## src/rtl/ann_pkg.sv

```systemverilog
// Shared constants and types for the ANN neuron datapath.
// Latency: n/a (declarations only).
// Backpressure: n/a.
// Contents: default weight width, per-layer fan-in depths, weight-stream FSM encoding.
package ann_pkg;

   localparam int DATA_W_DEF = 16;   // default weight word width
   localparam int L0_DEPTH   = 28;   // layer-0 fan-in (weights per neuron)

   typedef enum logic [1:0] {
      IDLE   = 2'd0,
      STREAM = 2'd1,
      DRAIN  = 2'd2
   } ws_state_t;

endpackage

```

## src/rtl/weight_skid_buf.sv

```systemverilog
// Two-entry valid/ready skid buffer between the weight BRAM read port and the consumer.
// Latency: 1 cycle from load to head_vld; sustains one word per cycle.
// Backpressure: no load-side ready; the producer must use 'count' so it never loads into a full buffer.
// Ports: clk/rst, load_vld/load_dat (BRAM read data), head_vld/head_dat/head_rdy (consumer side),
//        count (current occupancy 0..2).
module weight_skid_buf #(
   parameter int W = 17
) (
   input  logic         clk,
   input  logic         rst,
   input  logic         load_vld,
   input  logic [W-1:0] load_dat,
   output logic         head_vld,
   output logic [W-1:0] head_dat,
   input  logic         head_rdy,
   output logic [1:0]   count
);

   logic         hv;
   logic [W-1:0] hd;
   logic         tv;
   logic [W-1:0] td;
   logic         pop;

   assign pop      = hv && head_rdy;
   assign head_vld = hv;
   assign head_dat = hd;
   assign count    = {1'b0, hv} + {1'b0, tv};

   // Head register drives the output directly, so it only changes on a pop
   // or when it is empty; that keeps the output stable while stalled.
   always_ff @(posedge clk or posedge rst) begin
      if (rst) begin
         hv <= 1'b0;
         hd <= '0;
         tv <= 1'b0;
         td <= '0;
      end else if (pop) begin
         if (tv) begin
            hd <= td;
            if (load_vld) begin
               td <= load_dat;
            end else begin
               tv <= 1'b0;
            end
         end else if (load_vld) begin
            hd <= load_dat;
         end else begin
            hv <= 1'b0;
         end
      end else if (load_vld) begin
         if (!hv) begin
            hd <= load_dat;
            hv <= 1'b1;
         end else begin
            td <= load_dat;
            tv <= 1'b1;
         end
      end
   end

endmodule

```

## src/rtl/weight_stream_bram.sv

```systemverilog
// Per-neuron weight memory that streams all DEPTH weights in address order after one START.
// Latency: START at edge 0 gives first DO_VALID at edge 2; DONE one cycle after the last handshake.
// Backpressure: full valid/ready on DO; reads stall (counter holds) while the 2-entry skid buffer is full.
// Ports: CLK, RST (async, active high); WR_EN/WR_ADDR/WR_DATA write port, WR_ERR reject pulse;
//        START, BUSY, DONE stream control; DO/DO_VALID/DO_READY/DO_LAST weight output.
module weight_stream_bram
   import ann_pkg::*;
#(
   parameter int    DATA_W    = DATA_W_DEF,
   parameter int    DEPTH     = L0_DEPTH,
   parameter int    ADDR_W    = 5,
   parameter string INIT_FILE = "weight.txt"
) (
   input  logic              CLK,
   input  logic              RST,
   input  logic              WR_EN,
   input  logic [ADDR_W-1:0] WR_ADDR,
   input  logic [DATA_W-1:0] WR_DATA,
   output logic              WR_ERR,
   input  logic              START,
   output logic              BUSY,
   output logic [DATA_W-1:0] DO,
   output logic              DO_VALID,
   input  logic              DO_READY,
   output logic              DO_LAST,
   output logic              DONE
);

   if (DEPTH < 2) begin : g_bad_depth
      $error("weight_stream_bram (%s): DEPTH must be at least 2", INIT_FILE);
   end
   if ((2 ** ADDR_W) < DEPTH) begin : g_bad_addr_w
      $error("weight_stream_bram (%s): ADDR_W too narrow for DEPTH", INIT_FILE);
   end

   localparam logic [ADDR_W-1:0] LAST_ADDR = ADDR_W'(DEPTH - 1);

   (* ram_style = "block" *) logic [DATA_W-1:0] mem [0:DEPTH-1];

   ws_state_t         state;
   ws_state_t         state_nxt;
   logic [ADDR_W-1:0] rd_addr;
   logic              issue;
   logic              done_nxt;
   logic              done_q;
   logic              wr_ok;
   logic              wr_err_q;
   logic              rd_vld;
   logic              rd_last;
   logic [DATA_W-1:0] rd_dat;
   logic              pop;
   logic [1:0]        skid_cnt;
   logic [2:0]        occ_after;
   logic              head_last;

   // Writes only land while idle, so they never collide with stream reads;
   // a write and START in the same cycle commits before the first read.
   assign wr_ok = WR_EN && (state == IDLE) && (WR_ADDR <= LAST_ADDR);
   assign pop   = DO_VALID && DO_READY;

   // Words held or in flight once this cycle's pop leaves; one more read
   // fits only if that is at most 1, so the skid buffer never overflows.
   assign occ_after = {1'b0, skid_cnt} + {2'b00, rd_vld} - {2'b00, pop};

   always_comb begin
      state_nxt = state;
      issue     = 1'b0;
      done_nxt  = 1'b0;
      case (state)
         IDLE: begin
            if (START) begin
               state_nxt = STREAM;
            end
         end
         STREAM: begin
            if (occ_after <= 3'd1) begin
               issue = 1'b1;
               if (rd_addr == LAST_ADDR) begin
                  state_nxt = DRAIN;
               end
            end
         end
         DRAIN: begin
            if (pop && DO_LAST) begin
               state_nxt = IDLE;
               done_nxt  = 1'b1;
            end
         end
         default: state_nxt = IDLE;
      endcase
   end

   always_ff @(posedge CLK or posedge RST) begin
      if (RST) begin
         state <= IDLE;
      end else begin
         state <= state_nxt;
      end
   end

   // Read counter stops at the last address rather than wrapping.
   always_ff @(posedge CLK or posedge RST) begin
      if (RST) begin
         rd_addr <= '0;
      end else if ((state == IDLE) && START) begin
         rd_addr <= '0;
      end else if (issue && (rd_addr != LAST_ADDR)) begin
         rd_addr <= rd_addr + 1'b1;
      end
   end

   always_ff @(posedge CLK or posedge RST) begin
      if (RST) begin
         rd_vld   <= 1'b0;
         rd_last  <= 1'b0;
         done_q   <= 1'b0;
         wr_err_q <= 1'b0;
      end else begin
         rd_vld   <= issue;
         rd_last  <= issue && (rd_addr == LAST_ADDR);
         done_q   <= done_nxt;
         wr_err_q <= WR_EN && !wr_ok;
      end
   end

   // Memory array and its registered read port carry no reset.
   always_ff @(posedge CLK) begin
      if (wr_ok) begin
         mem[WR_ADDR] <= WR_DATA;
      end
      if (issue) begin
         rd_dat <= mem[rd_addr];
      end
   end

   weight_skid_buf #(
      .W (DATA_W + 1)
   ) u_skid (
      .clk      (CLK),
      .rst      (RST),
      .load_vld (rd_vld),
      .load_dat ({rd_last, rd_dat}),
      .head_vld (DO_VALID),
      .head_dat ({head_last, DO}),
      .head_rdy (DO_READY),
      .count    (skid_cnt)
   );

   // The head keeps its last payload after draining; gate the flag so it
   // never shows without a valid word.
   assign DO_LAST = head_last && DO_VALID;
   assign BUSY    = (state != IDLE);
   assign DONE    = done_q;
   assign WR_ERR  = wr_err_q;

endmodule
```

## config.mk

```make
export PLATFORM = sky130hd
export DESIGN_NAME = weight_stream_bram
export DESIGN_NICKNAME = d
export VERILOG_FILES = /design/src/rtl/ann_pkg.sv /design/src/rtl/weight_skid_buf.sv /design/src/rtl/weight_stream_bram.sv
export SDC_FILE = /design/constraint.sdc
export NUM_CORES = 1
export LEC_CHECK = 0
export ABC_AREA = 1
export BUFFER_PORTS_ARGS = -buffer_cell sky130_fd_sc_hd__buf_2
export CAP_MARGIN = 20
export CORE_AREA = 3 3 219 178
export CTS_BUF_LIST = sky130_fd_sc_hd__clkbuf_4 sky130_fd_sc_hd__clkbuf_8
export CTS_CLUSTER_DIAMETER = 150
export CTS_CLUSTER_SIZE = 10
export DETAILED_ROUTE_END_ITERATION = 16
export DIE_AREA = 0 0 222 181
export PLACE_DENSITY = 0.78
export SKIP_LAST_GASP = 1
export SLEW_MARGIN = 10
export SYNTH_ARGS = -nofsm -noshare
export SYNTH_HDL_FRONTEND = slang
export SYNTH_SLANG_ARGS = --single-unit
```

## constraint.sdc

```tcl
create_clock -name CLK -period 2.43 [get_ports CLK]
set_input_delay 0.1215 -clock CLK [delete_from_list [all_inputs] [get_ports CLK]]
set_output_delay 0.1215 -clock CLK [all_outputs]
set_load 0.005 [all_outputs]
```

==> results.txt <==
----------------------------------------------------
[Status]
  Run status ... completed

[Critical path]
  Family with the most delay on the worst path ... simple AND/OR/NAND/NOR gates
  Cell with the largest stage delay on the worst path ... dfrtp_1
  Cell mode on critical path ... buf_4
  Biggest fanout along the worst timing path ... 9
  Req. time, crit path ... 2.77 ns
  Startpoint Class ... flip-flop
  Cells along the critical path ... nor2_1, nand2_1, a31oi_2, buf_4, nand4_1, buf_4, nor2_1, buf_4
  Signal arrival time at the worst endpoint ... 2.72 ns
  Critical Path End Type ... flip-flop
  Type of the setup path with the least slack ... flip-flop to flip-flop
  Worst path buffer plus inverter count ... 3
  Crit-path max cell delay ... 0.40 ns

[Flow run]
  Count of max-cap constraint violations ... 0

[Logic synthesis]
  Post-synth net total ... 2,077
  Async set-reset flop share out of synthesis ... 9.20%
  Sequential area share after synthesis ... 69.7%
  Unique masters post-synth ... 31
  Number of enable flip-flop cells after synthesis ... 464
  Most repeated cell in the gate-level netlist after synthesis ... nand2_1
  Portion of synthesized cell area occupied by the leading cell type ... 64.3%
  Gate count of the mapped netlist ... 2,047
  Total number of yosys warnings ... 0
  Most common flop cell mapped by yosys ... edfxtp_1
  Syn Area/Cell ... 10.6 um^2
  Seq cells post-synth ... 511
  Ranking of synthesized cells by area ... edfxtp_1, nand2_1, dfrtp_1
  Post-synthesis cell type with the largest combined area ... edfxtp_1
  Top cells by count, synth ... nand2_1, edfxtp_1, inv_1
  Area of the mapped netlist ... 0.0217 mm^2

[Detailed routing]
  Initial detailed-routing violation count ... 2,362
  Total wire length after detailed routing ... 56,400 um
  Number of nets still failing antenna checks after routing ... 0
  Remaining design rule violation count ... 0
  Via count ... 14,991
  Vias/cell ... 5.67
  Average wire per standard cell ... 21.3 um
  Router iterations before antenna repair ... 6

[Clocking]
  Maximum number of buffers from clock root to sink ... 3
  Clock latency at the later pin of the worst-skew pair ... 0.64 ns
  Number of clock sinks ... 511
  Clock Root Buffer ... clkbuf_8
  Post-CTS Repair Setup Buffers ... 0
  Clock transition time at the flip-flop clock pins of the worst setup and hold paths ... 0.07 ns
  Number of levels the H-tree was split into ... 2
  CTS tree ... built
  CTS buffer count ... 57

[Final layout]
  Layout filler cell count ... 2,797
  Post-Layout Inst Area ... 0.0238 mm^2
  Fraction of layout instances using a drive strength above 1 ... 10.3%
  Layout overhead on the synthesized area ... 9.61%
  Final #Nets ... 2,159
  Final core utilization ... 64.3%
  Diodes inserted ... 0

[Timing]
  Worst hold slack across all endpoints ... 0.0774 ns
  Worst path setup slack after routing ... 0.0487 ns
  Clock period minus final worst setup slack ... 2.38 ns
  Share of the clock period used by the worst path after layout ... 98.0%
  Slew of the pin with the lowest slew margin ... 0.863 ns
  Total count of max-transition violations in the final report ... 0
  Setup-failing EPs final ... 0
  Max transition margin ... 42.5%
  Number of failing hold endpoints at the final stage ... 0
  Peak Freq ... 420 MHz
  Setup_tns ... 0 ns
  RSZ-0062 raised after global routing ... false
  Final worst clock skew ... 0.0157 ns

[Place]
  Detailed-placement wirelength estimate ... 35,100 um
  # port buffers ... 46
  Routability cong. ... 0.977
  Placed instance area ... 0.0227 mm^2
  Worst slack at placement ... 0.0295 ns

[GRT]
  Number of antenna violations at the first check in global routing ... 1
  Pin count of the biggest net entering global routing ... 90
  Global router's overall resource usage ... 28.4%
  Wire length of the first global-routing pass ... 86,500 um
  Global route total overflow ... 0
  Via count of the first global-routing pass ... 14,408

[Die]
  Die footprint ... 0.0402 mm^2
  Effective utilization at floorplan ... 58.6%
  Number of placement rows ... 63
  Core Area ... 0.0370 mm^2
  Die boundary height ... 181 um
  DIE WIDTH ... 222 um
  Ports placed on the boundary ... 47

[Power and ir drop]
  Net switching share of the total power ... 38.2%
  Part of the power in the clock network ... 21.7%
  Power density over the cells ... 1060 mW/mm^2
  Internal power contribution ... 15,500 uW
  Part of the total power dissipated in sequential elements ... 42.3%
  Static power due to leakage ... 0.00992 uW
  Switching power ... 9600 uW
  Peak supply drop ... 0.683 mV
  Part of the total power dissipated in combinational logic ... 36.0%

[Min path]
  Type of the worst min-delay path ... input pin to flip-flop

----------------------------------------------------
power groups by stage:
stage	combinational (uW)	sequential, uW	clock (uW)
2_1_floorplan	5840	10700	0
3_3_place_gp	8580	10800	0
3_5_place_dp	8770	10800	0
4_1_cts	8810	10600	5520
5_1_grt	9970	10700	5890
6_report	9050	10600	5460
cell families (layout without fill, tap and decap cells):
logic type	count (synthesis)	count (layout)	synth area share, %
AND/OR/NAND/NOR	992	992	18.7
flip-flops	511	511	69.7
buffers and inverters	378	487	7.18
AO/OA/AOI/OAI	160	160	4.13
adder cells (fa/ha/maj)	4	4	0.231
XOR/XNOR	2	2	0.0809
metal layers:
metal  wire (um)  GRT usage [%]  up-vias
met2       24700           41.3      875
met1       23500           43.9     7160
met5          13              0        -
met3        6980           6.79       97
met4        1240           6.70        2
li1            -              -     6857
worst reg2reg max path, cell delays in order (launching register included):
cell and delay (ns):
dfrtp_1 0.40, nor2_1 0.35, nand2_1 0.15, a31oi_2 0.16
buf_4 0.17, nand4_1 0.19, buf_4 0.21, nor2_1 0.21
buf_4 0.24
layout make-up:
cell class	instances	area [um^2]	share of cell area, %
clock buffer	84	993	4.18
clock inverter	2	17.5	0.0737
inverter	278	1050	4.42
multi-input combinational	1158	5030	21.2
sequential	511	15100	63.6
tap	487	609	2.57
timing repair buffer	123	933	3.93
per-stage QoR:
| step | total power, uW | cells |
|---|---|---|
| after floorplan | 16500 | 2047 |
| final | 25100 | 2643 |
| after CTS | 24900 | 2643 |
| after global routing | 26500 | 2643 |
| after global placement | 19400 | 2552 |
| after detailed placement | 19600 | 2552 |
sequential cells by signal, indices dropped and copies added, names as in the netlist:
register,count
WR_ERR,1
u_skid.head_dat,17
u_skid.td,17
DONE,1
rd_vld,1
u_skid.head_vld,1
rd_addr,5
u_skid.tv,1
rd_last,1
rd_dat,16
state,2
mem,448
layout by cell type, fill, tap and decap left out, drive strengths merged:
cell         netlist  routed
a21oi             29      29
a22oi              1       1
a31oi              1       1
buf               79     118
clkbuf            21      84
clkinv             3       4
dfrtp             47      47
dlygate4sd3        0       5
edfxtp           464     464
ha                 4       4
inv              275     276
nand2            605     605
nand3            225     225
nand4              7       7
nor2             152     152
nor3               2       2
o211ai             7       7
o21a              14      14
o21ai            106     106
o21bai             1       1
o22ai              1       1
or2                1       1
xor2               2       2
worst paths after layout:
path                              start                 end  slack, ns  depth (start not counted)
max                            state[1]          mem[5][10]       0.05                          8
min                          WR_ADDR[3]              WR_ERR       0.08                          4
max reg2reg                    state[1]          mem[5][10]       0.05                          8
min reg2reg                u_skid.td[9]        u_skid.td[9]       0.48                          2
max in group asynchronous           RST  u_skid.head_dat[2]       1.15                          5
min in group asynchronous           RST          rd_addr[2]       0.54                          4
what timing repair did:
action	in CTS	in global routing
endpoints found under the setup margin	0	17
gates resized for setup	0	5
endpoints found under the hold margin	58	0
hold buffers	5	0
(Power assumes the default switching activity.)
